[src/rtl/posit_io_sequencer_pkg.sv]
// posit_io_pkg: shared state encoding, NaR constant and timeout limit for the posit I/O sequencer.
// Contents:
//   LOAD_A..OUT  sequencer state codes
//   TMO_LIMIT    WAIT cycle count at which the optional timeout fires
//   nar(n)       NaR bit pattern (MSB set, rest clear) of an n-bit posit
package posit_io_pkg;
    localparam logic [2:0] LOAD_A = 3'd0;
    localparam logic [2:0] LOAD_B = 3'd1;
    localparam logic [2:0] START  = 3'd2;
    localparam logic [2:0] WAIT   = 3'd3;
    localparam logic [2:0] OUT    = 3'd4;
    localparam logic [7:0] TMO_LIMIT = 8'd255;
    function automatic logic [63:0] nar(input int n);
        return 64'd1 << (n - 1);
    endfunction
endpackage

[src/rtl/posit_io_sequencer_if.sv]
// posit_io_sequencer_if: pin-side and core-side signals of the posit I/O sequencer.
// Signals:
//   ena, byte_in, byte_stb, op_sel         tester inputs
//   core_a, core_b, core_op, core_start    operands and start towards the core
//   core_done, core_result                 completion and result from the core
//   byte_out, byte_ack, busy, result_valid, err   status back to the tester
// Modports: master = tester/core side, slave = sequencer.
interface posit_io_sequencer_if #(parameter int N = 16);
    logic         ena;
    logic [7:0]   byte_in;
    logic         byte_stb;
    logic [1:0]   op_sel;
    logic [N-1:0] core_a;
    logic [N-1:0] core_b;
    logic [1:0]   core_op;
    logic         core_start;
    logic         core_done;
    logic [N-1:0] core_result;
    logic [7:0]   byte_out;
    logic         byte_ack;
    logic         busy;
    logic         result_valid;
    logic         err;
    modport master (
        output ena, byte_in, byte_stb, op_sel, core_done, core_result,
        input  core_a, core_b, core_op, core_start, byte_out, byte_ack, busy, result_valid, err
    );
    modport slave (
        input  ena, byte_in, byte_stb, op_sel, core_done, core_result,
        output core_a, core_b, core_op, core_start, byte_out, byte_ack, busy, result_valid, err
    );
endinterface

[src/rtl/posit_io_sequencer_strobe_edge_det.sv]
// strobe_edge_det: rising-edge detector for the tester strobe, frozen while ena_i is low.
// Ports:
//   clk, rst_n  clock, asynchronous active-low reset
//   ena_i       enable; the history register only updates while high
//   stb_i       strobe, synchronous to clk
//   rise_o      high while stb_i is high and was low at the last enabled edge
module strobe_edge_det (
    input  logic clk,
    input  logic rst_n,
    input  logic ena_i,
    input  logic stb_i,
    output logic rise_o
);
    logic stb_q;
    always_ff @(posedge clk or negedge rst_n)
        if (!rst_n) stb_q <= 1'b0;
        else if (ena_i) stb_q <= stb_i;
    // A rise arriving while disabled stays pending until ena_i returns.
    assign rise_o = stb_i & ~stb_q;
endmodule

[src/rtl/posit_io_sequencer.sv]
// posit_io_sequencer: byte-serial operand loader / result unloader between TinyTapeout pins and a posit core.
// Ports:
//   clk, rst_n  clock, asynchronous active-low reset
//   bus         posit_io_sequencer_if.slave (tester pins and core handshake)
// Build option: POSIT_SEQ_TIMEOUT_EN adds a WAIT timeout that returns NaR and raises err.
module posit_io_sequencer
    import posit_io_pkg::*;
#(
    parameter int N = 16
) (
    input logic                 clk,
    input logic                 rst_n,
    posit_io_sequencer_if.slave bus
);
    localparam int NB = N / 8;
    localparam int IW = NB > 1 ? $clog2(NB) : 1;
    localparam logic [IW-1:0] LAST = IW'(NB - 1);
    logic [2:0]    state_q, state_d;
    logic [IW-1:0] idx_q, idx_d;
    logic [N-1:0]  a_q, a_d, b_q, b_d, res_q, res_d;
    logic [1:0]    op_q, op_d;
    logic          ack_q, ack_d;
    logic          rise, accept, last;
`ifdef POSIT_SEQ_TIMEOUT_EN
    localparam logic [N-1:0] NAR = N'(nar(N));
    logic [7:0] tmo_q, tmo_d;
    logic       err_q, err_d;
`endif
    strobe_edge_det u_edge (
        .clk    (clk),
        .rst_n  (rst_n),
        .ena_i  (bus.ena),
        .stb_i  (bus.byte_stb),
        .rise_o (rise)
    );
    assign last   = idx_q == LAST;
    // Strobes during START/WAIT are dropped entirely.
    assign accept = rise & (state_q == LOAD_A || state_q == LOAD_B || state_q == OUT);
    always_comb begin
        state_d = state_q;
        idx_d   = idx_q;
        a_d     = a_q;
        b_d     = b_q;
        op_d    = op_q;
        res_d   = res_q;
        ack_d   = ack_q;
`ifdef POSIT_SEQ_TIMEOUT_EN
        tmo_d   = tmo_q;
        err_d   = err_q;
`endif
        if (accept) begin
            ack_d = ~ack_q;
            idx_d = last ? '0 : idx_q + 1'b1;
        end
        if (accept && state_q == LOAD_A) begin
            a_d[8*idx_q +: 8] = bus.byte_in;
            if (last) state_d = LOAD_B;
        end
        if (accept && state_q == LOAD_B) begin
            b_d[8*idx_q +: 8] = bus.byte_in;
            if (last) begin
                op_d    = bus.op_sel;
                state_d = START;
            end
        end
        if (accept && state_q == OUT && last) state_d = LOAD_A;
        if (state_q == START) begin
            state_d = WAIT;
`ifdef POSIT_SEQ_TIMEOUT_EN
            tmo_d   = '0;
            err_d   = 1'b0;
`endif
        end
        // A done on the expiry cycle wins over the timeout.
        if (state_q == WAIT && bus.core_done) begin
            res_d   = bus.core_result;
            idx_d   = '0;
            state_d = OUT;
        end
`ifdef POSIT_SEQ_TIMEOUT_EN
        else if (state_q == WAIT && tmo_q == TMO_LIMIT) begin
            res_d   = NAR;
            err_d   = 1'b1;
            idx_d   = '0;
            state_d = OUT;
        end
        else if (state_q == WAIT) tmo_d = tmo_q + 1'b1;
`endif
    end
    always_ff @(posedge clk or negedge rst_n) begin
        if (!rst_n) begin
            state_q <= LOAD_A;
            idx_q   <= '0;
            a_q     <= '0;
            b_q     <= '0;
            op_q    <= '0;
            res_q   <= '0;
            ack_q   <= 1'b0;
`ifdef POSIT_SEQ_TIMEOUT_EN
            tmo_q   <= '0;
            err_q   <= 1'b0;
`endif
        end else if (bus.ena) begin
            state_q <= state_d;
            idx_q   <= idx_d;
            a_q     <= a_d;
            b_q     <= b_d;
            op_q    <= op_d;
            res_q   <= res_d;
            ack_q   <= ack_d;
`ifdef POSIT_SEQ_TIMEOUT_EN
            tmo_q   <= tmo_d;
            err_q   <= err_d;
`endif
        end
    end
    assign bus.core_a       = a_q;
    assign bus.core_b       = b_q;
    assign bus.core_op      = op_q;
    assign bus.core_start   = state_q == START;
    assign bus.busy         = state_q == START || state_q == WAIT;
    assign bus.result_valid = state_q == OUT;
    assign bus.byte_out     = state_q == OUT ? res_q[8*idx_q +: 8] : 8'h00;
    assign bus.byte_ack     = ack_q;
`ifdef POSIT_SEQ_TIMEOUT_EN
    assign bus.err          = err_q;
`else
    assign bus.err          = 1'b0;
`endif
endmodule

[src/flat_wrapper.sv]
// flat-port wrapper written by rule: the top's interface ports become plain ports
module posit_io_sequencer_flat import posit_io_pkg::*;
#(
    parameter int N = 16
)
  (clk, rst_n, bus_ena, bus_byte_in, bus_byte_stb, bus_op_sel, bus_core_done, bus_core_result, bus_core_a, bus_core_b, bus_core_op, bus_core_start, bus_byte_out, bus_byte_ack, bus_busy, bus_result_valid, bus_err);
  posit_io_sequencer_if #(.N(N)) bus_i ();
  input logic clk;
  input logic rst_n;
  input wire logic [$bits(bus_i.ena)-1:0] bus_ena;
  input wire logic [$bits(bus_i.byte_in)-1:0] bus_byte_in;
  input wire logic [$bits(bus_i.byte_stb)-1:0] bus_byte_stb;
  input wire logic [$bits(bus_i.op_sel)-1:0] bus_op_sel;
  input wire logic [$bits(bus_i.core_done)-1:0] bus_core_done;
  input wire logic [$bits(bus_i.core_result)-1:0] bus_core_result;
  output wire logic [$bits(bus_i.core_a)-1:0] bus_core_a;
  output wire logic [$bits(bus_i.core_b)-1:0] bus_core_b;
  output wire logic [$bits(bus_i.core_op)-1:0] bus_core_op;
  output wire logic [$bits(bus_i.core_start)-1:0] bus_core_start;
  output wire logic [$bits(bus_i.byte_out)-1:0] bus_byte_out;
  output wire logic [$bits(bus_i.byte_ack)-1:0] bus_byte_ack;
  output wire logic [$bits(bus_i.busy)-1:0] bus_busy;
  output wire logic [$bits(bus_i.result_valid)-1:0] bus_result_valid;
  output wire logic [$bits(bus_i.err)-1:0] bus_err;
  assign bus_i.ena = bus_ena;
  assign bus_i.byte_in = bus_byte_in;
  assign bus_i.byte_stb = bus_byte_stb;
  assign bus_i.op_sel = bus_op_sel;
  assign bus_i.core_done = bus_core_done;
  assign bus_i.core_result = bus_core_result;
  assign bus_core_a = bus_i.core_a;
  assign bus_core_b = bus_i.core_b;
  assign bus_core_op = bus_i.core_op;
  assign bus_core_start = bus_i.core_start;
  assign bus_byte_out = bus_i.byte_out;
  assign bus_byte_ack = bus_i.byte_ack;
  assign bus_busy = bus_i.busy;
  assign bus_result_valid = bus_i.result_valid;
  assign bus_err = bus_i.err;
  posit_io_sequencer #(.N(N)) u_core (.clk(clk), .rst_n(rst_n), .bus(bus_i));
endmodule
[config.mk]
export PLATFORM = sky130hd
export DESIGN_NAME = posit_io_sequencer_flat
export DESIGN_NICKNAME = d
export VERILOG_FILES = /design/src/rtl/posit_io_sequencer_pkg.sv /design/src/rtl/posit_io_sequencer_if.sv /design/src/rtl/posit_io_sequencer_strobe_edge_det.sv /design/src/rtl/posit_io_sequencer.sv /design/src/flat_wrapper.sv
export SDC_FILE = /design/constraint.sdc
export NUM_CORES = 1
export LEC_CHECK = 0
export CAP_MARGIN = 20
export CORE_UTILIZATION = 42
export CTS_BUF_LIST = sky130_fd_sc_hd__clkbuf_16
export DETAILED_ROUTE_END_ITERATION = 8
export GPL_ROUTABILITY_DRIVEN = 1
export PLACE_DENSITY_LB_ADDON = 0.05
export REMOVE_ABC_BUFFERS = 1
export SYNTH_ARGS = -nofsm -noshare
export SYNTH_HDL_FRONTEND = slang
export SYNTH_SLANG_ARGS = --single-unit
[constraint.sdc]
create_clock -name clk -period 3.7 [get_ports clk]
set_clock_uncertainty 0.2 [all_clocks]
set_input_delay 0.74 -clock clk [delete_from_list [all_inputs] [get_ports clk]]
set_output_delay 0.74 -clock clk [all_outputs]
set_load 0.05 [all_outputs]
; ---- Word level (Yosys, flattened, before mapping)
; Cells that the tools add are included.
[classes]
muxes = 13
n_reduce_logical = 16
add_sub_neg = 2
n_lt_le_gt_ge = 0
bitwise = 4
n_shift = 3
n_eq_ne = 4
div = 0
mul = 0
[op_table]
columns = operator, n
row1 = negator 4 -> 34 bit, 1
row2 = "variable shift 8 x 34 -> 16 bit, first input constant", 1
row3 = indexed part select 8 x 34 -> 16 bit, 1
row4 = bitwise mux 16 bit, 2
row5 = two-way mux 3 bit, 7
row6 = indexed part select 16 x 5 -> 8 bit, 1
row7 = AND reduction 2 bit, 5
row8 = two-way mux 8 bit, 1
row9 = "equality test 3 x 2 -> 1 bit, second input constant", 2
row10 = logical AND 1 bit, 5
row11 = "equality test 3 x 1 -> 1 bit, second input constant", 1
row12 = "equality test 3 bit, second input constant", 1
row13 = zero test 3 bit, 1
row14 = logical OR 1 bit, 3
row15 = two-way mux 1 bit, 3
row16 = AND reduction 3 bit, 1
row17 = bitwise AND 1 bit, 2
row18 = NOT 1 bit, 2
row19 = nonzero test 2 bit, 1
row20 = "adder 1 bit, second input constant", 1
[word_totals]
elab_cells = 50
inputBits = 31
n_memories = 0
register_bits = 56
mem_bits_rw = 0
output_inout_bits = 47
latchBits = 0
romBits = 0

; ---- Logic depth before layout (Yosys ltp)
[depth]
depth_word = 11
ltp_mapped = 5

; ---- By module
; A second synthesis with hierarchy kept.
[unflattened]
cells_unflattened = 165
area_unflattened_um2 = 2443.6
[by_module_without_submodules]
columns = mod, seq_area_each_um2, n_inst, cells_per_inst, area_per_inst_um2
row1 = posit_io_sequencer, 1376.3, 1, 162, 2397.3
row2 = strobe_edge_det, 25.0, 1, 3, 46.3

; ---- Least setup slack after synthesis
; Ideal clock, no wire load.
[synth_path]
path_type = register to output
start = register u_core.state_q[2]
end = output bus_core_start
arrival_time_ns = 2.038
stages_incl_launch_ff = 3
path_slack_ns = 0.722
n_path_buf = 0
cell_sequence = dfrtp_1 nor2b_1 nor2b_1
[synth_between]
elab_chain_len = 1
[synth_lines]
columns = item, line
row1 = start: declaration, posit_io_sequencer.sv:18  ; logic [2:0] state_q, state_d;
row2 = start signal: assignment, posit_io_sequencer.sv:104  ; state_q <= state_d;
row3 = equality test 3 x 2 -> 1 bit, posit_io_sequencer.sv:120  ; assign bus.core_start = state_q == START;
row4 = end: declaration, flat_wrapper.sv:19  ; output wire logic [$bits(bus_i.core_start)-1:0] bus_core_start;
; No other way between the ends.

; ---- Worst setup path after layout
[layout_path]
start = register u_core.idx_q
end = output bus_byte_out[5]
[layout_between]
elab_chain_len = 2
[layout_lines]
columns = item, line
row1 = start: declaration, posit_io_sequencer.sv:19  ; logic [IW-1:0] idx_q, idx_d;
row2 = start signal: assignment, posit_io_sequencer.sv:105  ; idx_q <= idx_d;
row3 = indexed part select 16 x 5 -> 8 bit, posit_io_sequencer.sv:123  ; assign bus.byte_out = state_q == OUT ? res_q[8*idx_q +: 8] : 8'h00;
row4 = two-way mux 8 bit, posit_io_sequencer.sv:123
row5 = end: declaration, flat_wrapper.sv:20  ; output wire logic [$bits(bus_i.byte_out)-1:0] bus_byte_out;
; No other way between the ends.

==> summary.md <==
| Metric | Value |
|---|---|
| Static Leakage | `0.00146 uW` |
| Worst Setup Start Kind | `flip-flop` |
| Overflow after GRT | `0` |
| Flop-to-flop setup slack | `1.42 ns` |
| Cell Area, Synth | `approximately 2400 um2` |
| Root Driver | `clkbuf_16` |
| Number of buffers inserted by post-CTS setup repair | `0` |
| Total number of vias | `1,537` |
| Drt initial violations | `87` |
| Max-Slew Margin vs Limit | `43.6%` |
| Per-cell routed wire length | `16.1 um` |
| Syn Inst Count | `158` |
| Ratio of cells with drive above 1 in the final layout | `22.9%` |
| Die ar. | `5900 um2` |
| Switch Pwr | `1420 uW` |
| Hold Buf Count CTS | `0` |
| Iteration count of the initial detailed-routing pass | `4` |
| Library cells used by synthesis | `32` |
| Async SR Flop Fraction | `100%` |
| Status | `finished clean` |
| GRT Overall Usage | `18.3%` |
| Synth Register Bits | `56` |
| # DRC | `0` |
| Fin crit period | `3.07 ns` |
| Met2 WL | `2400 um` |
| Post-synth top area cell | `dfrtp_1` |
| ANT nets after route | `0` |
| Die Ht | `76.8 um` |
| Num CTS Buffers | `5` |
| Initial antenna violation count | `0` |
| Met3 WL | `317 um` |
| Setup crit end kind | `primary output` |
| Nets | `266` |
| Reg clk slew, reported paths | `about 0.07 ns` |
| Max H-tree Level | `2` |
| Top cell type's share of synthesized area | `slightly below 60%` |
| Setup TNS Final | `0 ns` |
| # setup viols final | `0` |
| Peak supply drop | `0.592 mV` |
| FP Rows | `26` |
| Worst endpoint required time | `2.76 ns` |
| Wire length of the first global-routing pass | `8240 um` |
| Top sig layer | `met4` |
| Largest family of logic cells by synthesized area | `multiplexers` |
| Adder and majority cell fraction of the synthesized area | `0%` |
| Commonest cells in the netlist | `dfrtp_1 (56), mux2_2 (35), nor2_1 (11)` |
| Most common cell in the synthesized netlist | `dfrtp_1` |
| Sink Count | `56` |
| Hold Path End | `u_core.bus.byte_ack` |
| DP Wirelength | `3500 um` |
| Largest net degree at the start of global routing | `40` |
| Syn avg cell area | `14.9 um2` |
| Fmax | `roughly 0.33 GHz` |
| I/O Buffers | `76` |
| Register share of total power | `33.8%` |
| Worst hold path depth | `1` |
| Core area | `5240 um2` |
| Max-Cap Viols | `0` |
| Min-delay src | `u_core.bus.byte_ack` |
| Vias/cell | `between 5 and 6` |
| Highest fanout seen on the critical path | `15` |
| Period utilization | `slightly above 80%` |
| Simple-gate area share of the yosys netlist | `7.45%` |
| Skew-Pair Late Insertion Delay | `0.29 ns` |
| Final hold vios | `0` |
| Switching fraction of total power | `43.9%` |
| EDFF count, synth | `0` |
| Synth Area in Compound Gates | `between 1 and 1.5%` |
| Slew at the pin closest to its max-slew limit | `0.847 ns` |
| Pwr dens | `~1000 nW/um2` |
| Ys flop type | `dfrtp_1` |
| Setup repair after global routing missed its margin | `no` |
| Die W | `76.8 um` |
| I/O pins | `78` |
| Max-slew violations | `0` |
| Routed WL | `4940 um` |
| N_diodes | `0` |
| Post_cts resized | `0` |
| Synth top area cells | `dfrtp_1 (60%), mux2_2 (17%), mux2_4 (5.1%)` |
| Worst EP arrival | `2.13 ns` |
| R2R Path End | `u_core.bus.core_op[1]` |
| Synth Area in XOR/XNOR | `0.372%` |
| Synth warn | `0` |
| Multiplexer share of the synthesized area | `29.1%` |
| Initial Util | `between 40% and 50%` |
| M1 wire length | `2170 um` |
| Worst Reg-to-Reg Cells | `3` |
| Vias in the first global route | `1,622` |
| Pint | `1810 uW` |
| CP Class | `reg2out` |
| Layout area overhead | `40.7%` |
| Sequential share of the synthesized area | `59.6%` |
| Longest Clk Path Bufs | `2` |
| RR Startpoint | `u_core.idx_q` |
| Clock Power Share | `between 10% and 20%` |
| Combinational share of power | `51.4%` |
| CTS tree | `built` |
| Placed instance count | `298` |
| Routability congestion estimate | `0.815` |
| Hold/Removal Path Class | `reg2reg` |
| Hold slack | `0.270 ns` |
| Final non-filler cell total | `306` |
[cell families after synthesis]
logic type | after synthesis
XOR/XNOR | 1
flip-flops | 56
other | 1
multiplexers | 59
AND/OR/NAND/NOR | 28
buffers and inverters | 8
AO/OA/AOI/OAI | 5
[worst max-delay path by stage]
stage / endpoint / startpoint / depth (start not counted)
4_1_cts: bus_byte_out[7] / u_core.idx_q / 3
3_5_place_dp: u_core.bus.core_b[5] / bus_ena / 4
3_3_place_gp: u_core.bus.core_b[1] / bus_ena / 4
6_report: bus_byte_out[5] / u_core.idx_q / 3
5_1_grt: bus_byte_out[6] / u_core.idx_q / 3
2_1_floorplan: bus_core_start / u_core.state_q[2] / 2
[worst max-delay path: stages, from the launching register on]
cell and delay (ns):
dfrtp_1 0.75, mux2i_1 0.15, nor2_1 0.12, clkdlybuf4s50_1 0.81
[registers in the layout (all words and copies together), names as in the netlist]
name	count
u_core.bus.core_a	16
u_core.bus.core_b	16
u_core.res_q	16
u_core.state_q	3
u_core.bus.core_op	2
u_core.bus.byte_ack	1
u_core.idx_q	1
u_core.u_edge.stb_q	1
[cells in the final DEF, fill, tap and decap left out, types with 3 or more instances in the layout]
master	n
clkdlybuf4s50_1	75
dfrtp_1	56
mux2_2	35
nor2_1	11
mux2i_1	8
mux2_1	8
mux2_4	8
clkbuf_16	5
nor2b_1	3
[routing by layer]
layer  vias to the layer above  GRT usage [%]
met1                       767           23.8
li1                        711              -
met2                        54           28.8
met4                         0           5.96
met5                         -              0
met3                         5           5.71
[power groups by stage]
stage | clock, uW | combinational (uW) | sequential, uW
3_3_place_gp | 0 | 1640 | 1090
3_5_place_dp | 0 | 1670 | 1100
5_1_grt | 516 | 1730 | 1130
4_1_cts | 491 | 1670 | 1090
6_report | 478 | 1660 | 1090
2_1_floorplan | 0 | 491 | 1700
[stage by stage]
step                      utilization, %  total power (uW)  setup WS (ns)  area, um2
after global placement              60.3              2720          0.752       3160
after CTS                           63.2              3260          0.619       3310
final                               63.2              3230          0.630       3310
after detailed placement            60.3              2760          0.680       3160
after global routing                63.2              3380          0.497       3310
after floorplan                        -              2190          0.722       2310
[area by class of cell]
| class | instances | area, um2 |
|---|---|---|
| fillers | 396 | 1930 |
| well taps | 70 | 87.6 |
| multi-input cells | 94 | 903 |
| repair buffers | 77 | 763 |
| clock buffers | 5 | 125 |
| inverters | 1 | 3.75 |
| clock inverters | 3 | 25.0 |
| flip-flops and latches | 56 | 1400 |
Note: power is estimated with default switching activity, not from simulation.
